File: config.mk
export PLATFORM = sky130hd
export DESIGN_NAME = instr_mem_responder_flat
export DESIGN_NICKNAME = d
export VERILOG_FILES = /design/src/rtl/instr_mem_responder_if.sv /design/src/rtl/instr_mem_responder.sv /design/src/flat_wrapper.sv
export SDC_FILE = /design/constraint.sdc
export NUM_CORES = 1
export LEC_CHECK = 0
export CAP_MARGIN = 10
export CELL_PAD_IN_SITES_DETAIL_PLACEMENT = 1
export CELL_PAD_IN_SITES_GLOBAL_PLACEMENT = 1
export CORE_MARGIN = 2
export CORE_UTILIZATION = 11
export DETAILED_ROUTE_END_ITERATION = 8
export GPL_TIMING_DRIVEN = 0
export PLACE_DENSITY = 0.75
export SLEW_MARGIN = 5
export SYNTH_ARGS = -nofsm -noshare
export SYNTH_HDL_FRONTEND = slang
export SYNTH_SLANG_ARGS = --single-unit
File: constraint.sdc
create_clock -name clk -period 1.8 [get_ports clk]
set_clock_uncertainty 0.15 [all_clocks]
set_input_delay 0.36 -clock clk [delete_from_list [all_inputs] [get_ports clk]]
set_output_delay 0.36 -clock clk [all_outputs]
set_load 0.01 [all_outputs]
File: src/rtl/instr_mem_responder_if.sv
// ---------------------------------------------------------------------------
// instr_mem_responder_if
//   Instruction fetch bus between a fetch stage (master) and an instruction
//   memory responder (slave).
//   instr_req    : address-phase request          (master -> slave)
//   instr_addr   : byte address of the request    (master -> slave)
//   instr_gnt    : address-phase accept           (slave  -> master)
//   instr_rvalid : response valid, one per grant  (slave  -> master)
//   instr_rdata  : response word                  (slave  -> master)
//   instr_err    : response error, with rvalid    (slave  -> master)
// ---------------------------------------------------------------------------
interface instr_mem_responder_if;
  logic        instr_req;
  logic        instr_gnt;
  logic [31:0] instr_addr;
  logic [31:0] instr_rdata;
  logic        instr_err;
  logic        instr_rvalid;

  modport master (
    output instr_req,
    output instr_addr,
    input  instr_gnt,
    input  instr_rdata,
    input  instr_err,
    input  instr_rvalid
  );

  modport slave (
    input  instr_req,
    input  instr_addr,
    output instr_gnt,
    output instr_rdata,
    output instr_err,
    output instr_rvalid
  );
endinterface

File: src/rtl/instr_mem_responder.sv
// ---------------------------------------------------------------------------
// instr_mem_responder
//   Memory-side responder for the instruction fetch bus. Accepts req/gnt
//   address phases, reads a synchronous single-port word memory and returns
//   in-order rvalid/rdata/err responses exactly LATENCY cycles after grant.
//
//   clk          : clock, rising edge
//   rstn         : asynchronous active-low reset
//   bus (slave)  : fetch bus (req/addr in, gnt/rvalid/rdata/err out)
//   gnt_block_i  : forces gnt low to inject address-phase wait states
//   mem_en_o     : backing-memory read enable
//   mem_addr_o   : backing-memory word index
//   mem_rdata_i  : backing-memory data, valid the cycle after mem_en_o
// ---------------------------------------------------------------------------
module instr_mem_responder #(
  parameter logic [31:0] MEM_BASE        = 32'h0000_0000,
  parameter int unsigned MEM_WORDS       = 1024,
  parameter int unsigned LATENCY         = 1,
  parameter int unsigned MAX_OUTSTANDING = 2
) (
  input  logic                         clk,
  input  logic                         rstn,
  instr_mem_responder_if.slave         bus,
  input  logic                         gnt_block_i,
  output logic                         mem_en_o,
  output logic [$clog2(MEM_WORDS)-1:0] mem_addr_o,
  input  logic [31:0]                  mem_rdata_i
);

  localparam int unsigned   AW        = $clog2(MEM_WORDS);
  localparam int unsigned   CW        = $clog2(MAX_OUTSTANDING + 32'd1);
  localparam logic [CW-1:0] MAX_OUT_C = CW'(MAX_OUTSTANDING);
  localparam logic [31:0]   WORDS_C   = 32'(MEM_WORDS);

  // Reject illegal parameter combinations while elaborating.
  if ((MEM_WORDS < 32'd2) || (MEM_WORDS > 32'h4000_0000) ||
      ((MEM_WORDS & (MEM_WORDS - 32'd1)) != 32'd0)) begin : g_bad_words
    $error("instr_mem_responder: MEM_WORDS must be a power of two in 2..2^30");
  end
  if ((LATENCY < 32'd1) || (LATENCY > 32'd4)) begin : g_bad_latency
    $error("instr_mem_responder: LATENCY must be in 1..4");
  end
  if ((MAX_OUTSTANDING < 32'd1) || (MAX_OUTSTANDING > LATENCY + 32'd1)) begin : g_bad_outstanding
    $error("instr_mem_responder: MAX_OUTSTANDING must be in 1..LATENCY+1");
  end

  // One in-flight request: err slots never touch memory, idx is only
  // meaningful for valid, non-err slots.
  typedef struct packed {
    logic          valid;
    logic          err;
    logic [AW-1:0] idx;
  } slot_t;

  localparam slot_t SLOT_IDLE = '{valid: 1'b0, err: 1'b0, idx: {AW{1'b0}}};

  logic          gnt_s;
  logic          xfer_s;
  logic          in_range_s;
  logic [31:0]   offset_s;
  logic [31:0]   word_off_s;
  logic          rsp_valid_s;
  logic          rsp_err_s;
  slot_t         stage0_s;
  slot_t         rd_slot_s;
  slot_t         slot_q [LATENCY:1];
  slot_t         slot_d [LATENCY:1];
  logic [CW-1:0] cnt_q;
  logic [CW-1:0] cnt_d;

  // Grant from the registered outstanding count and decode of the address.
  always_comb begin
    gnt_s      = bus.instr_req & ~gnt_block_i & (cnt_q < MAX_OUT_C);
    xfer_s     = bus.instr_req & gnt_s;
    // Wrapping 32-bit subtraction; addresses below MEM_BASE are caught by
    // the explicit compare, so the wrapped offset never matters.
    offset_s   = bus.instr_addr - MEM_BASE;
    word_off_s = offset_s >> 5'd2;
    in_range_s = (bus.instr_addr >= MEM_BASE) && (word_off_s < WORDS_C);
    stage0_s.valid = xfer_s;
    stage0_s.err   = xfer_s & ~in_range_s;
    if (in_range_s) begin
      stage0_s.idx = word_off_s[AW-1:0];
    end else begin
      stage0_s.idx = {AW{1'b0}};
    end
  end

  assign bus.instr_gnt = gnt_s;

  // Response pipeline next state: slots advance one stage every cycle.
  always_comb begin
    slot_d[1] = stage0_s;
    for (int k = 2; k <= int'(LATENCY); k++) begin
      slot_d[k] = slot_q[k-1];
    end
  end

  // Outstanding-count next state: a grant and a response in the same cycle cancel.
  always_comb begin
    case ({xfer_s, rsp_valid_s})
      2'b10:   cnt_d = cnt_q + CW'(1'b1);
      2'b01:   cnt_d = cnt_q - CW'(1'b1);
      default: cnt_d = cnt_q;
    endcase
  end

  // State registers: reset drops every in-flight request.
  always_ff @(posedge clk or negedge rstn) begin
    if (!rstn) begin
      cnt_q <= {CW{1'b0}};
      for (int k = 1; k <= int'(LATENCY); k++) begin
        slot_q[k] <= SLOT_IDLE;
      end
    end else begin
      cnt_q  <= cnt_d;
      slot_q <= slot_d;
    end
  end

  // The memory is read one stage before the response so its registered
  // output lines up with rvalid; at LATENCY=1 that is the grant cycle itself.
  if (LATENCY == 32'd1) begin : g_rd_now
    assign rd_slot_s = stage0_s;
  end else begin : g_rd_pipe
    assign rd_slot_s = slot_q[int'(LATENCY) - 1];
  end

  assign rsp_valid_s = slot_q[LATENCY].valid;
  assign rsp_err_s   = slot_q[LATENCY].err;

  // Memory read port and response drive; outputs are zero between responses.
  always_comb begin
    if (rd_slot_s.valid && !rd_slot_s.err) begin
      mem_en_o   = 1'b1;
      mem_addr_o = rd_slot_s.idx;
    end else begin
      mem_en_o   = 1'b0;
      mem_addr_o = {AW{1'b0}};
    end

    if (rsp_valid_s) begin
      bus.instr_rvalid = 1'b1;
      bus.instr_err    = rsp_err_s;
      if (rsp_err_s) begin
        bus.instr_rdata = 32'h0000_0000;
      end else begin
        bus.instr_rdata = mem_rdata_i;
      end
    end else begin
      bus.instr_rvalid = 1'b0;
      bus.instr_err    = 1'b0;
      bus.instr_rdata  = 32'h0000_0000;
    end
  end

endmodule

File: src/flat_wrapper.sv
// flat-port wrapper written by rule: the top's interface ports become plain ports
module instr_mem_responder_flat 
#(
  parameter logic [31:0] MEM_BASE        = 32'h0000_0000,
  parameter int unsigned MEM_WORDS       = 1024,
  parameter int unsigned LATENCY         = 1,
  parameter int unsigned MAX_OUTSTANDING = 2
)
  (clk, rstn, gnt_block_i, mem_en_o, mem_addr_o, mem_rdata_i, bus_instr_req, bus_instr_addr, bus_instr_gnt, bus_instr_rdata, bus_instr_err, bus_instr_rvalid);
  instr_mem_responder_if bus_i ();
  input  logic clk;
  input  logic rstn;
  input  logic gnt_block_i;
  output logic mem_en_o;
  output logic [$clog2(MEM_WORDS)-1:0] mem_addr_o;
  input  logic [31:0] mem_rdata_i;
  input wire logic [$bits(bus_i.instr_req)-1:0] bus_instr_req;
  input wire logic [$bits(bus_i.instr_addr)-1:0] bus_instr_addr;
  output wire logic [$bits(bus_i.instr_gnt)-1:0] bus_instr_gnt;
  output wire logic [$bits(bus_i.instr_rdata)-1:0] bus_instr_rdata;
  output wire logic [$bits(bus_i.instr_err)-1:0] bus_instr_err;
  output wire logic [$bits(bus_i.instr_rvalid)-1:0] bus_instr_rvalid;
  assign bus_i.instr_req = bus_instr_req;
  assign bus_i.instr_addr = bus_instr_addr;
  assign bus_instr_gnt = bus_i.instr_gnt;
  assign bus_instr_rdata = bus_i.instr_rdata;
  assign bus_instr_err = bus_i.instr_err;
  assign bus_instr_rvalid = bus_i.instr_rvalid;
  instr_mem_responder #(.MEM_BASE(MEM_BASE), .MEM_WORDS(MEM_WORDS), .LATENCY(LATENCY), .MAX_OUTSTANDING(MAX_OUTSTANDING)) u_core (.clk(clk), .rstn(rstn), .bus(bus_i), .gnt_block_i(gnt_block_i), .mem_en_o(mem_en_o), .mem_addr_o(mem_addr_o), .mem_rdata_i(mem_rdata_i));
endmodule
==> reports/qor.txt <==
status -> finished with violations
failing checks -> setup timing
clk root buf -> clkbuf_8
unrepaired setup endpoints after global routing -> yes
clock power share -> 15.8%
first-pass GRT wire length -> 5651 um
Fmax -> 0.4912 GHz
All-Layer GR Usage -> 10.88%
proportion of layout cells with a drive suffix above 1 -> 67.26%
Rel. slew slack -> 84.51%
Clk Latency, worst-skew pair -> 0.22 ns
commonest cells after routing, fill and taps aside -> 52 x buf_6, 44 x clkdlybuf4s50_1, 31 x and2_4
WL final -> 3736 um
final core occ -> 41.31%
max-cap violations -> 0
max layer used -> met4
final setup margin -> -0.2358 ns
post-route ant nets -> 0
Cell variety after synth -> 21
number of nets in the layout -> 294
clock slew at reported path FFs -> 0.03 ns
Iter 0 DRT Violations -> 0
met3 wire len -> 350 um
commonest non-fill, non-tap cell in the layout -> buf_6
die outline height -> 79.87 um
WHS -> 0.1974 ns
slowest stage cell, crit path -> or3b_4
Flop pwr share -> 12.5%
Reg area -> 100.1 sq um
Pre-antenna DRT Iters -> 1
worst slack, placed -> -0.8952 ns
Synth Instances -> 81
leading post-synthesis cells by cell area -> and2_1 33%, dfrtp_1 16%, nor3_2 16%, nand2_2 7.9%, nor4_1 4.9%
fin cells -> 295
register area share after synthesis -> 15.81%
CTS tree -> built
crit end category -> output port
hold-fix buffers at CTS -> 0
full die area -> 6378 sq um
# port buffers -> 111
Internal -> 0.0008360 W
share of the synthesized area in the top cell type -> 32.61%
worst slew pin tran -> 0.2302 ns
area of the multi-input gates -> 626.9 sq um
CTS buffer count -> 3
Pleak -> 1.086 nW
Initial Util -> 11.43%
launch point of the critical path -> gnt_block_i
via count -> 1121
residual DRC count -> 0
largest area contributor in the netlist -> and2_1
Rows -> 27
vias in the first global route -> 1214
Mapped Area -> 633.1 sq um
synth-to-layout area growth -> 261.5%
Worst Path Max Fanout -> 5
H-Tree Level Count -> 1
R2R Path Start -> u_core.cnt_q[1]$_DFFE_PN0P_
critical path startpoint category -> input port
Hold Path Class -> input port to async pin
switching part of the total -> 29.82%
combinational share of power -> 71.7%
Met1 Wirelength -> 1305 um
Avg Cell Area, Syn -> 7.816 sq um
# setup viols final -> 37
drt wl/cell -> 12.66 um
flops & latches, synth -> 4
fill count -> 653
Syn Nets -> 150
worst setup path class -> input port to output port
dpl cells -> 264
CTS max path bufs -> 2
WP data required -> 1.29 ns
GPL Wtd Cong -> 0.6203
pwr dens -> 520.6 nW/um^2
die width -> 79.87 um
final worst path period need -> 2.036 ns
Congestion Overflow GR -> 0
DR vias/cell -> 3.800
hpwl dp -> 2623 um
total core area -> 5540 sq um
fin crit share -> 113.1%
Final Max Tran Viols -> 0
crit path cell chain -> dlygate4sd2_1 > or3b_4 > clkinv_4 > buf_12 > nand2_4 > nor3_2 > buf_2
largest net degree at the start of global routing -> 6
met2 WL post-DR -> 2065 um
Antenna diodes -> 0
final hold viol count -> 0
Psw -> 0.0003553 W
CP max stage delay -> 0.42 ns
Worst IR Drop VDD -> 0.0003090 V
initial antenna violation count -> 0
I/O pins -> 114
Syn. warnings -> 0
PnR Total Power -> 0.001191 W
Worst Path Arrival -> 1.53 ns
CTS sink count -> 4
-- cell families (layout without fill, tap and decap cells) --
group                    count (synthesis)  count (layout)  synth area share [%]
adder cells (fa/ha/maj)                  1               1                 1.976
buffers and inverters                    8             150                 8.891
XOR/XNOR                                 3               3                 4.151
flip-flops                               4               4                 15.81
AO/OA/AOI/OAI                            1               1                 1.186
AND/OR/NAND/NOR                         64              64                 67.98
-- flip-flops by register name, indices dropped and copies added, names as in the netlist --
| name | count |
|---|---|
| u_core.rsp_err_s | 1 |
| u_core.rsp_valid_s | 1 |
| u_core.cnt_q | 2 |
-- routing by layer --
metal | track usage [%] | up-vias
li1 | - | 544
met1 | 11.53 | 506
met2 | 21.60 | 69
met3 | 2.941 | 2
met4 | 1.525 | 0
met5 | 0 | -
-- power groups by stage --
stage | combinational, W | clock, W | sequential, W
6_report | 0.000854 | 0.000188 | 0.000149
5_1_grt | 0.000915 | 0.000204 | 0.000153
4_1_cts | 0.000708 | 0.000195 | 0.000147
3_5_place_dp | 0.000523 | 0 | 0.000148
3_3_place_gp | 0.000513 | 0 | 0.000145
2_1_floorplan | 0.000211 | 0 | 0.000144
-- through the flow --
step | cell area (sq um) | TNS (ns)
after floorplan | 633.1 | 0
after global placement | 1834 | -25.10
after CTS | 2058 | -6.897
after detailed placement | 1834 | -25.61
after global routing | 2288 | -6.961
final | 2288 | -3.456
-- critical path, delay by kind of cell --
family,cells,cell delay [ns]
buffers and inverters,4,0.61
and+or+nand+nor,3,0.56
-- cell type report --
cell class,instances,area share (%)
Buffer,4,2.679
Clock buffer,3,1.804
Inverter,2,0.5467
Multi-Input combinational cell,69,27.39
Sequential cell,4,4.374
Tap cell,72,3.937
Timing Repair Buffer,141,59.27
-- synth_stat cells (all sizes together) --
| cell type | number |
|---|---|
| and2 | 33 |
| nand2 | 11 |
| nor3 | 11 |
| nor4 | 5 |
| dfrtp | 4 |
| buf | 3 |
| clkbuf | 3 |
| xnor2 | 2 |
| clkinv | 1 |
| ha | 1 |
| inv | 1 |
| nand3 | 1 |
| nor2 | 1 |
| nor2b | 1 |
| o21a | 1 |
| or3b | 1 |
| xor2 | 1 |
-- final timing paths --
kind | depth (start not counted) | end | slack [ns]
hold reg to reg | 1 | u_core.cnt_q[0]$_DFFE_PN0P_ | 0.37
setup / recovery | 7 | mem_addr_o[2] | -0.24
setup reg to reg | 6 | u_core.cnt_q[1]$_DFFE_PN0P_ | 0.02
max in group asynchronous | 1 | u_core.rsp_valid_s$_DFF_PN0_ | 1.13
hold / removal | 1 | u_core.rsp_err_s$_DFF_PN0_ | 0.20
min in group clk | 1 | u_core.cnt_q[0]$_DFFE_PN0P_ | 0.37
-- what timing repair did --
item / 4_1_cts / 5_1_grt
cloned: 5 / 0
resized for setup: 273 / 66
buffers inserted: 23 / 5
pin swaps: 37 / 36
setup endpoints to repair: 45 / 46
Note: power is estimated with default switching activity, not from simulation.
